## config.mk

```make
export PLATFORM = sky130hd
export DESIGN_NAME = instruction_fetch_flat
export DESIGN_NICKNAME = d
export VERILOG_FILES = /design/src/rtl/instruction_fetch_pkg.sv /design/src/rtl/instruction_fetch_if.sv /design/src/rtl/pc_register.sv /design/src/rtl/instruction_fetch.sv /design/src/flat_wrapper.sv
export SDC_FILE = /design/constraint.sdc
export NUM_CORES = 1
export LEC_CHECK = 0
export BUFFER_PORTS_ARGS = -buffer_cell sky130_fd_sc_hd__buf_4
export CAP_MARGIN = 10
export CORE_ASPECT_RATIO = 1.75
export CORE_UTILIZATION = 54
export CTS_BUF_LIST = sky130_fd_sc_hd__clkbuf_2
export CTS_CLUSTER_DIAMETER = 150
export DETAILED_ROUTE_END_ITERATION = 8
export PLACE_DENSITY = 0.92
export SYNTH_ARGS = -nofsm -noshare
export SYNTH_HDL_FRONTEND = slang
export SYNTH_SLANG_ARGS = --single-unit
```

## constraint.sdc

```tcl
create_clock -name clock -period 4.83 [get_ports clock]
set_input_delay 0.966 -clock clock [delete_from_list [all_inputs] [get_ports clock]]
set_output_delay 0.966 -clock clock [all_outputs]
set_load 0.02 [all_outputs]
```

## src/rtl/instruction_fetch_pkg.sv

```systemverilog
// Shared types and defaults for the instruction fetch stage.
package instruction_fetch_pkg;

    localparam logic [31:0] RESET_PC_DEFAULT = 32'h0000_0000;
    localparam logic [31:0] NOP_DEFAULT      = 32'h0000_0000;

    typedef enum logic [1:0] {
        StIdle,
        StReq,
        StWait
    } fetch_state_e;

    // Sequential fetch address; wraps modulo 2^32.
    function automatic logic [31:0] next_pc(input logic [31:0] pc);
        return pc + 32'd4;
    endfunction

endpackage

```

## src/rtl/instruction_fetch_if.sv

```systemverilog
// Instruction-memory request/response bus between fetch (master) and memory (slave).
interface instruction_fetch_if;
    import instruction_fetch_pkg::*;

    logic        imem_req;
    logic [31:0] imem_addr;
    logic        imem_ready;
    logic        imem_rvalid;
    logic [31:0] imem_rdata;

    modport master (
        output imem_req,
        output imem_addr,
        input  imem_ready,
        input  imem_rvalid,
        input  imem_rdata
    );

    modport slave (
        input  imem_req,
        input  imem_addr,
        output imem_ready,
        output imem_rvalid,
        output imem_rdata
    );

endinterface

```

## src/rtl/pc_register.sv

```systemverilog
// Program counter with redirect load and sequential increment.
module pc_register
    import instruction_fetch_pkg::*;
#(
    parameter logic [31:0] RESET_PC = RESET_PC_DEFAULT
) (
    input  logic        clock,
    input  logic        reset,
    input  logic        redirect,
    input  logic [31:0] redirect_target,
    input  logic        increment,
    output logic [31:0] pc
);

    logic [31:0] pc_q;
    logic [31:0] pc_d;

    // Redirect beats increment so a target coinciding with request acceptance wins.
    always_comb begin
        pc_d = pc_q;
        if (redirect) begin
            pc_d = redirect_target;
        end else if (increment) begin
            pc_d = next_pc(pc_q);
        end
    end

    // PC state register.
    always_ff @(posedge clock or posedge reset) begin
        if (reset) begin
            pc_q <= RESET_PC;
        end else begin
            pc_q <= pc_d;
        end
    end

    assign pc = pc_q;

endmodule

```

## src/rtl/instruction_fetch.sv

```systemverilog
// Fetch stage: one outstanding imem request, single-entry output buffer, redirect handling.
module instruction_fetch
    import instruction_fetch_pkg::*;
#(
    parameter logic [31:0] RESET_PC = RESET_PC_DEFAULT,
    parameter logic [31:0] NOP      = NOP_DEFAULT
) (
    input  logic                       clock,
    input  logic                       reset,
    input  logic                       PCWrite,
    input  logic                       branch_taken,
    input  logic [31:0]                branch_target,
    input  logic                       jump,
    input  logic [31:0]                jump_target,
    instruction_fetch_if.master        imem,
    output logic [31:0]                Inst,
    output logic [31:0]                PC_Plus4,
    output logic                       inst_valid,
    output logic                       flush
);

    fetch_state_e state_q, state_d;
    logic         drop_q, drop_d;
    logic [31:0]  fetch_addr_q;
    logic [31:0]  inst_q, inst_d;
    logic [31:0]  pc_plus4_q, pc_plus4_d;
    logic         inst_valid_q, inst_valid_d;

    logic         redirect;
    logic [31:0]  redirect_target;
    logic         consume;
    logic         buf_free;
    logic         accept;
    logic         response;
    logic         load;
    logic [31:0]  pc;

    assign redirect        = branch_taken | jump;
    assign redirect_target = branch_taken ? branch_target : jump_target;
    assign consume         = PCWrite & inst_valid_q;
    // A new request may only be issued if its result will have somewhere to land.
    assign buf_free        = ~inst_valid_q | consume;
    assign accept          = imem.imem_req & imem.imem_ready;
    assign response        = (state_q == StWait) & imem.imem_rvalid;
    assign load            = response & ~drop_q & ~redirect;

    pc_register #(
        .RESET_PC (RESET_PC)
    ) u_pc_register (
        .clock           (clock),
        .reset           (reset),
        .redirect        (redirect),
        .redirect_target (redirect_target),
        .increment       (accept),
        .pc              (pc)
    );

    // FSM state register.
    always_ff @(posedge clock or posedge reset) begin
        if (reset) begin
            state_q <= StIdle;
        end else begin
            state_q <= state_d;
        end
    end

    // FSM next-state: one request in flight at a time.
    always_comb begin
        state_d = state_q;
        unique case (state_q)
            StIdle:  state_d = StReq;
            StReq:   if (accept) state_d = StWait;
            StWait:  if (imem.imem_rvalid) state_d = StReq;
            default: state_d = StIdle;
        endcase
    end

    // FSM outputs: request only from REQ when the buffer can take the result.
    always_comb begin
        imem.imem_req  = (state_q == StReq) & buf_free;
        imem.imem_addr = pc;
    end

    // Drop tracks an in-flight response that belongs to the pre-redirect path.
    always_comb begin
        drop_d = drop_q;
        if (response) begin
            drop_d = 1'b0;
        end
        if (redirect && (((state_q == StWait) && !imem.imem_rvalid) || accept)) begin
            drop_d = 1'b1;
        end
    end

    // Output buffer next-state: redirect clears, a response loads, consumption empties.
    always_comb begin
        inst_d       = inst_q;
        pc_plus4_d   = pc_plus4_q;
        inst_valid_d = inst_valid_q;
        if (redirect) begin
            inst_valid_d = 1'b0;
        end else if (load) begin
            inst_d       = imem.imem_rdata;
            pc_plus4_d   = next_pc(fetch_addr_q);
            inst_valid_d = 1'b1;
        end else if (consume) begin
            inst_valid_d = 1'b0;
        end
    end

    // Drop flag, fetch address and output buffer registers.
    always_ff @(posedge clock or posedge reset) begin
        if (reset) begin
            drop_q       <= 1'b0;
            fetch_addr_q <= RESET_PC;
            inst_q       <= NOP;
            pc_plus4_q   <= 32'h0;
            inst_valid_q <= 1'b0;
        end else begin
            drop_q <= drop_d;
            if (accept) begin
                fetch_addr_q <= pc;
            end
            inst_q       <= inst_d;
            pc_plus4_q   <= pc_plus4_d;
            inst_valid_q <= inst_valid_d;
        end
    end

    assign Inst       = inst_valid_q ? inst_q : NOP;
    assign PC_Plus4   = inst_valid_q ? pc_plus4_q : 32'h0;
    assign inst_valid = inst_valid_q;
    assign flush      = redirect;

endmodule

```

## src/flat_wrapper.sv

```systemverilog
// flat-port wrapper written by rule: the top's interface ports become plain ports
module instruction_fetch_flat import instruction_fetch_pkg::*;
#(
    parameter logic [31:0] RESET_PC = RESET_PC_DEFAULT,
    parameter logic [31:0] NOP      = NOP_DEFAULT
)
  (clock, reset, PCWrite, branch_taken, branch_target, jump, jump_target, Inst, PC_Plus4, inst_valid, flush, imem_imem_req, imem_imem_addr, imem_imem_ready, imem_imem_rvalid, imem_imem_rdata);
  instruction_fetch_if imem_i ();
  input  logic clock;
  input  logic reset;
  input  logic PCWrite;
  input  logic branch_taken;
  input  logic [31:0] branch_target;
  input  logic jump;
  input  logic [31:0] jump_target;
  output logic [31:0] Inst;
  output logic [31:0] PC_Plus4;
  output logic inst_valid;
  output logic flush;
  output wire logic [$bits(imem_i.imem_req)-1:0] imem_imem_req;
  output wire logic [$bits(imem_i.imem_addr)-1:0] imem_imem_addr;
  input wire logic [$bits(imem_i.imem_ready)-1:0] imem_imem_ready;
  input wire logic [$bits(imem_i.imem_rvalid)-1:0] imem_imem_rvalid;
  input wire logic [$bits(imem_i.imem_rdata)-1:0] imem_imem_rdata;
  assign imem_imem_req = imem_i.imem_req;
  assign imem_imem_addr = imem_i.imem_addr;
  assign imem_i.imem_ready = imem_imem_ready;
  assign imem_i.imem_rvalid = imem_imem_rvalid;
  assign imem_i.imem_rdata = imem_imem_rdata;
  instruction_fetch #(.RESET_PC(RESET_PC), .NOP(NOP)) u_core (.clock(clock), .reset(reset), .PCWrite(PCWrite), .branch_taken(branch_taken), .branch_target(branch_target), .jump(jump), .jump_target(jump_target), .imem(imem_i), .Inst(Inst), .PC_Plus4(PC_Plus4), .inst_valid(inst_valid), .flush(flush));
endmodule
```

==> results.sh <==
export IMPL_rows=53
export IMPL_finalCritPeriodShare=0.5948
export IMPL_synth_distinct_cells=43
export IMPL_worst_slack_ns=1.957
export IMPL_max_stage_delay_ns=0.45
export IMPL_core_area_sq_um=12140
export IMPL_synthesis_nets=898
export IMPL_port_buffers=201
export IMPL_syn_area_sq_um=6776
export IMPL_viasPerCell=5.291
export IMPL_io_pins=202
export IMPL_grtUsageTotal=0.2689
export IMPL_worstMarginPinSlew_ns=0.8549
export IMPL_cp_required_ns=3.86
export IMPL_criticalPathCategory="reg -> out"
export IMPL_wl_um=16590
export IMPL_fin_crit_ns=2.873
export IMPL_r2r_start="u_core.u_pc_register.pc[4]$_DFFE_PP0P_"
export IMPL_grt_setup_unrepaired="false"
export IMPL_insertion_delay_ns=0.68
export IMPL_setup_viol=0
export IMPL_comb_power_share=0.229
export IMPL_switching_share=0.3324
export IMPL_fillCellCount=915
export IMPL_grt_util_met1=0.2887
export IMPL_area_growth_pct=28.66
export IMPL_max_cap_violations=0
export IMPL_path_cells="nor2b_1 -> and2_1 -> buf_4"
export IMPL_outcome="finished, final reports clean"
export IMPL_critPathCaptureType="output pin"
export IMPL_place_hpwl_um=11890
export IMPL_relSlewSlack=0.4301
export IMPL_seq_power_share=0.494
export IMPL_cts_buffers_inserted=17
export IMPL_internal_power_w=0.002092
export IMPL_holdBufCountCts=0
export IMPL_yosysWarnings=0
export IMPL_synth_seq_area_share=0.4874
export IMPL_dp_slack_ns=1.860
export IMPL_ctsResizeCount=0
export IMPL_gp_congestion=0.8900
export IMPL_cts_tree="done"
export IMPL_grt_pass1_vias=5964
export IMPL_clock_sinks=132
export IMPL_p_leak_nw=4.230
export IMPL_layout_drive_gt1_share=0.2490
export IMPL_num_nets_final=1080
export IMPL_reg2reg_to="u_core.u_pc_register.pc[23]$_DFFE_PP0P_"
export IMPL_wl_per_cell_um=14.38
export IMPL_reg2regPathDepth=5
export IMPL_synth_common_cells="nand2_1, dfrtp_1, and2_1"
export IMPL_grt_overflow_total=0
export IMPL_drt_iter0_drc=333
export IMPL_ir_worst_vdd_v=0.0002109
export IMPL_met3_usage=0.05373
export IMPL_synth_edf_count=0
export IMPL_hold_path_class="in -> async"
export IMPL_seq_area_sq_um=3303
export IMPL_synthMuxAreaShare=0.009047
export IMPL_drc=0
export IMPL_antenna_left=0
export IMPL_max_freq_mhz=348.1
export IMPL_startpoint_type="flop"
export IMPL_drt_pass1_iter_count=5
export IMPL_p_switching_w=0.001042
export IMPL_vias=6106
export IMPL_post_cts_buffers=0
export IMPL_synth_compound_area_frac=0.09527
export IMPL_clockPowerShare=0.277
export IMPL_start_util=0.5584
export IMPL_multi_input_area_sq_um=3253
export IMPL_synthXorXnorAreaFrac=0.06462
export IMPL_synth_top_cell_by_area="dfrtp_1"
export IMPL_synthCells=793
export IMPL_ys_async_sr_fraction=1.000
export IMPL_synth_simple_area_share=0.3059
export IMPL_synth_most_common_cell="nand2_1"
export IMPL_setup_tns_ns=0
export IMPL_powerDensity_nw_per_um2=359.5
export IMPL_use_met2=0.5016
export IMPL_ys_ff_latch=132
export IMPL_cp_max_fo=8
export IMPL_root_buffer="clkbuf_2"
export IMPL_hold_viol_final=0
export IMPL_slew_viol_final=0
export IMPL_synth_top_area_frac=0.4874
export IMPL_grt_pass1_wl_um=27170
export IMPL_cts_max_level=4
export IMPL_busiest_layer="met2"
export IMPL_fp_dieW_um=86.68
export IMPL_clk_pin_slew_ns=0.21
export IMPL_grt_antenna_before_repair=1
export IMPL_reg2reg_slack_ns=2.54
export IMPL_max_clock_path_buffers=2
export IMPL_die_height_um=150.2
export IMPL_finClkSkew_ns=0.03237
export IMPL_synth_main_ff_cell="dfrtp_1"
export IMPL_synthAdderAreaFrac=0.003693
export IMPL_syn_area_per_cell_sq_um=8.545
export IMPL_synth_top_family_by_area="simple AND/OR/NAND/NOR gates"
export IMPL_worstPathArrival_ns=1.91
export IMPL_cp_slowest_cell="dfrtp_1"
export IMPL_die_area_sq_um=13020
export IMPL_grt_max_degree=99
export IMPL_synthTopCellsByArea="dfrtp_1, nand2_1, and2_1"
[registers in the layout, indices dropped and copies added (netlist names)]
register and count:
u_core.inst_q 32, u_core.u_pc_register.pc 32, u_core.state_q 2, u_core.drop_q 1, u_core.inst_valid 1, u_core.fetch_addr_q 32
u_core.pc_plus4_q 32
[cells by family (layout without fill, tap and decap cells)]
family                   Yosys count  count (layout)
AO/OA/AOI/OAI                    110             110
XOR/XNOR                          50              50
adder cells (fa/ha/maj)            2               2
buffers and inverters             58             253
flip-flops                       132             132
multiplexers                       6               6
other                              0               1
AND/OR/NAND/NOR                  435             435
[power groups by stage]
| stage | clock [W] | combinational [W] | sequential [W] |
|---|---|---|---|
| 5_1_grt | 0.000943 | 0.000802 | 0.00158 |
| 3_3_place_gp | 0 | 0.000678 | 0.00155 |
| 3_5_place_dp | 0 | 0.000708 | 0.00156 |
| 4_1_cts | 0.000886 | 0.000724 | 0.00154 |
| 6_report | 0.000869 | 0.000717 | 0.00155 |
| 2_1_floorplan | 0 | 0.000458 | 0.00154 |
[layer usage]
metal	up-vias	routed length [um]
li1	3015	-
met1	2829	6073
met2	231	9232
met3	31	894
met4	0	393
met5	-	0
[area by class of cell]
type / instances / share of cell area
clock inverters: 15 / 0.02899
inverters: 13 / 0.006171
multi-input cells: 603 / 0.3731
well taps: 165 / 0.02368
clock buffers: 17 / 0.009759
diodes: 1 / 0.0002870
repair buffers: 208 / 0.1791
flip-flops and latches: 132 / 0.3789
[layout by cell type (no fill, tap or decap), types with 6 or more instances in the layout]
cell         n
o21ai_0     43
a21oi_1     23
buf_4      208
clkbuf_2    17
nand2_1    246
xnor2_1     45
nor2_1      10
nor3_1      30
inv_1       11
dfrtp_1    132
and2_1      70
o21ai_1      6
bufinv_16    6
a211oi_1    14
nor2b_1     19
and4_1      10
nand4_1     11
a22oi_1      8
nand3_1     19
[how the worst max path moves through the flow]
stage | cells after the start | slack (ns) | endpoint | startpoint
final | 3 | 1.96 | imem_imem_req | u_core.state_q[1]$_DFFE_PP0P_
after global routing | 3 | 1.77 | imem_imem_req | u_core.state_q[1]$_DFFE_PP0P_
after CTS | 3 | 1.91 | imem_imem_req | u_core.state_q[1]$_DFFE_PP0P_
after detailed placement | 7 | 1.86 | u_core.pc_plus4_q[23]$_DFFE_PP0P_ | branch_taken
after global placement | 7 | 1.94 | u_core.pc_plus4_q[27]$_DFFE_PP0P_ | branch_taken
after floorplan | 1 | 0.34 | u_core.drop_q$_DFFE_PP0P_ | reset
[stage by stage]
stage	instance area [sq um]	hold slack (ns)	power, W	instances	util
6_report	8718	0.4303	0.003134	1154	0.7184
5_1_grt	8718	0.3759	0.003324	1154	0.7184
4_1_cts	8716	0.3957	0.003152	1153	0.7182
3_5_place_dp	8378	0.4537	0.002269	1121	0.6904
3_3_place_gp	8378	0.4492	0.002223	1121	0.6904
2_1_floorplan	6777	0.4311	0.001997	793	-
[critical path: cells and delay by family (launching register included)]
family | cells | cell delay, ns
and+or+nand+nor | 2 | 0.64
DFF | 1 | 0.45
buffers and inverters | 1 | 0.14
Note: power is estimated with default switching activity, not from simulation.
